File: src/rtl/sap1_mar.sv
// rtl/sap1_mar.sv - SAP-1 memory address register with load/increment and wrap pulse.
// Define MAR_PROG_MUX_EN to let prog/sw override Q from the front-panel switches.
module sap1_mar #(
  parameter int ADDR_W = 4
) (
  input  logic              CLK,
  input  logic              CLR_N,
  input  logic [ADDR_W-1:0] D,
  input  logic              load,
  input  logic              inc,
  input  logic              prog,
  input  logic [ADDR_W-1:0] sw,
  output logic [ADDR_W-1:0] Q,
  output logic              wrap
);

  localparam logic [ADDR_W-1:0] ONE = ADDR_W'(1);

  logic [ADDR_W-1:0] addr_q, addr_d;
  logic              wrap_q, wrap_d;

  // Load outranks increment; wrap flags only an increment rolling all-ones to zero.
  always_comb begin
    addr_d = addr_q;
    wrap_d = 1'b0;
    if (load) begin
      addr_d = D;
    end else if (inc) begin
      addr_d = addr_q + ONE;
      wrap_d = &addr_q;
    end
  end

  always_ff @(posedge CLK or negedge CLR_N) begin
    if (!CLR_N) begin
      addr_q <= '0;
      wrap_q <= 1'b0;
    end else begin
      addr_q <= addr_d;
      wrap_q <= wrap_d;
    end
  end

  assign wrap = wrap_q;

`ifdef MAR_PROG_MUX_EN
  assign Q = prog ? sw : addr_q;
`else
  // Switch inputs stay on the port list but have no effect in this build.
  logic unused_sw;
  assign unused_sw = ^{prog, sw};
  assign Q = addr_q;
`endif

endmodule

File: config.mk
export PLATFORM = sky130hd
export DESIGN_NAME = sap1_mar
export DESIGN_NICKNAME = d
export VERILOG_FILES = /design/src/rtl/sap1_mar.sv
export SDC_FILE = /design/constraint.sdc
export NUM_CORES = 1
export LEC_CHECK = 0
export ABC_AREA = 0
export CORE_AREA = 2 2 39 41
export DETAILED_ROUTE_END_ITERATION = 16
export DIE_AREA = 0 0 41 43
export DONT_BUFFER_PORTS = 1
export SYNTH_ARGS = -nofsm -noshare
export SYNTH_HDL_FRONTEND = slang
export SYNTH_SLANG_ARGS = --single-unit
File: constraint.sdc
create_clock -name CLK -period 1.1 [get_ports CLK]
set_input_delay 0.33 -clock CLK [delete_from_list [all_inputs] [get_ports CLK]]
set_output_delay 0.33 -clock CLK [all_outputs]
set_load 0.02 [all_outputs]
==> results.md <==
* Status: complete, but fails checks
* Failing checks: setup timing
* Critical Path RT at 0.77 ns
* Rel. slew slack at 82.2%
* Storage cell area at 128 um^2
* Total gr overflow at 0
* Leak at 0.000137 uW
* Cts bufs inserted at 3
* Core Footprint at 1380 um^2
* H-tree levels at 1
* Synth Area per Inst at 10.1 um^2
* Clock power frac at 39.3%
* R2R Setup Slk at 0.07 ns
* Largest family of logic cells by synthesized area: simple AND/OR/NAND/NOR gates
* Vias in the first global route at 187
* Flop pwr share at 43.7%
* Worst setup slack after layout at -0.0247 ns
* Synth Area in Compound Gates at 8.60%
* Delay-heaviest family, CP: flip-flops
* DR vias at 183
* Vias/cell at 3.98
* Pwr Total at 544 uW
* Crit-path max cell delay at 0.41 ns
* Crit Path Max Fanout at 4
* Clock root buffer: clkbuf_4
* Routed WL per cell at 10.7 um
* RSZ-0062 raised after global routing: true
* FILL cells at 152
* Internal Power at 393 uW
* Area of the multi-input gates at 104 um^2
* Adder-cell area share of the yosys netlist at 5.38%
* Final TNS setup at -0.0383 ns
* Worst R2R End: Q[2]$_DFFE_PN0P_
* DR iter-0 viols at 3
* Initial antenna violation count at 0
* Final Skew at 0.00310 ns
* XOR/XNOR Fraction of Synth Area at 11.3%
* Starting Density at 16.8%
* Worst Setup SP: Q[1]$_DFFE_PN0P_
* Gpl congestion at 0.701
* Die area at 1760 um^2
* Cell variety after synth at 11
* Total track usage at 7.77%
* Critical path depth at 1
* Final hold vios at 0
* CP Capture Type: primary output
* Num rows at 14
* Mapped Area at 233 um^2
* Die Span Y at 43 um
* CP Data Arrival Time at 0.79 ns
* Sequential area share after synthesis at 53.8%
* Num ports at 18
* Final min period at 1.12 ns
* Post-synthesis simple-gate area fraction at 15.1%
* Switching power total at 151 uW
* Synth Net Count at 37
* Hold Path Class: in2reg
* Clock sinks at 5
* Worst skew pair latency at 0.24 ns
* Gate power share at 17.0%
* Pin count of the biggest net entering global routing at 10
* Slowest-stage cell, CP: dfrtp_1
* Pwr dens at 1710 nW/um^2
* Worst setup endpoint: Q[1]
* Slew Viols, Final at 0
* RR Startpoint: Q[1]$_DFFE_PN0P_
* Worst path buffer plus inverter count at 1
* Sw Ratio at 27.7%
* Fin util at 23.0%
* Synth warnings at 0
* Share of cells above drive strength 1 at 26.7%
* Final setup fails at 2
* Critical path type: reg2out
* Clock Tree Buf Depth at 2
* Layout area overhead at 36.6%
* Final period utilization at 102%
* Critical path, cell by cell: buf_6
* Port bufs at 0
* TritonCTS clock tree: done
* Peak supply drop at 0.000547 V
* Layout Nets at 45
* Gate Count Post-Synth at 23
* Tightest Pin Transition at 0.267 ns
* Mux cell area share after synthesis at 4.30%
* Setup crit start kind: flip-flop
* Worst reg2reg path depth at 4
* ANT nets after route at 0
* Pre-CTS setup slack at 0.0665 ns
* # diodes at 0
* Peak Freq at 889 MHz
* Seq cells post-synth at 5
* Clock transition at the registers of the reported paths at 0.04 ns
* Residual DRC at 0
* Chip Width at 41 um
* Final wirelength at 492 um
* First-pass GRT wire length at 786 um
* Maximum Capacitance Violations at 0
* First-pass DRT Iterations at 3
-- cell type report --
type	instances	share of cell area [%]
clock buffer	4	8.27
multi-input combinational	17	32.7
sequential	5	40.2
tap	16	6.30
timing repair buffer	4	12.6
-- power by group through the flow --
stage / clock network [uW] / registers [uW] / logic (uW)
global route: 234 / 243 / 107
CTS: 224 / 238 / 93.5
floorplan: 0 / 249 / 39.8
global placement: 0 / 238 / 71.7
finish: 214 / 238 / 92.2
detailed placement: 0 / 239 / 74.1
-- layer usage --
metal / routed length [um] / GRT usage [%]
met5: 0 / 0
met2: 189 / 8.75
met3: 106 / 11.0
met1: 187 / 7.19
met4: 9 / 4.00
-- kinds of logic after synthesis --
logic type               count (synthesis)
XOR/XNOR                                 3
flip-flops                               5
multiplexers                             1
AO/OA/AOI/OAI                            4
buffers and inverters                    1
adder cells (fa/ha/maj)                  1
AND/OR/NAND/NOR                          8
-- state kept, by name (all words and copies together), names as in the netlist --
register / count
Q: 4
wrap: 1
-- timing repair --
action	CTS	global route
buffers inserted	1	0
pin swaps	0	1
endpoints found under the hold margin	5	0
hold buffers	1	0
gates resized for setup	2	2
setup endpoints to repair	2	6
-- layout by cell type (no fill, tap or decap) --
cell type      Yosys  final
clkbuf_4           0      3
mux2i_1            1      1
buf_4              0      1
dlygate4sd3_1      0      1
dfrtp_2            0      2
nand4_1            2      2
nor2_1             1      1
o21ai_0            3      2
nand2_1            5      5
dfrtp_1            5      3
xnor2_1            1      1
ha_1               1      1
o21ai_1            1      2
clkbuf_1           1      1
xor2_1             2      2
buf_6              0      2
-- metrics by stage --
stage,cells,cell area (um^2),hold slack (ns)
final,46,318,0.146
after global routing,46,318,0.138
after CTS,46,317,0.138
after detailed placement,40,265,0.0346
after global placement,40,265,0.0346
after floorplan,23,234,0.0344
-- how the worst min path moves through the flow --
stage	start	endpoint	slack, ns	depth (start not counted)
floorplan	CLR_N	Q[0]$_DFFE_PN0P_	0.03	0
global placement	CLR_N	wrap$_DFF_PN0_	0.03	0
detailed placement	CLR_N	wrap$_DFF_PN0_	0.03	0
CTS	load	wrap$_DFF_PN0_	0.14	1
global route	load	wrap$_DFF_PN0_	0.14	1
finish	load	wrap$_DFF_PN0_	0.15	1
-- cell usage after synthesis --
library cell	count	area, um^2
dfrtp_1	5	125
nand2_1	5	18.8
o21ai_0	3	15.0
nand4_1	2	12.5
xor2_1	2	17.5
clkbuf_1	1	3.75
ha_1	1	12.5
mux2i_1	1	10.0
nor2_1	1	3.75
o21ai_1	1	5.00
xnor2_1	1	8.76
Power figures use the tool's default switching activity.
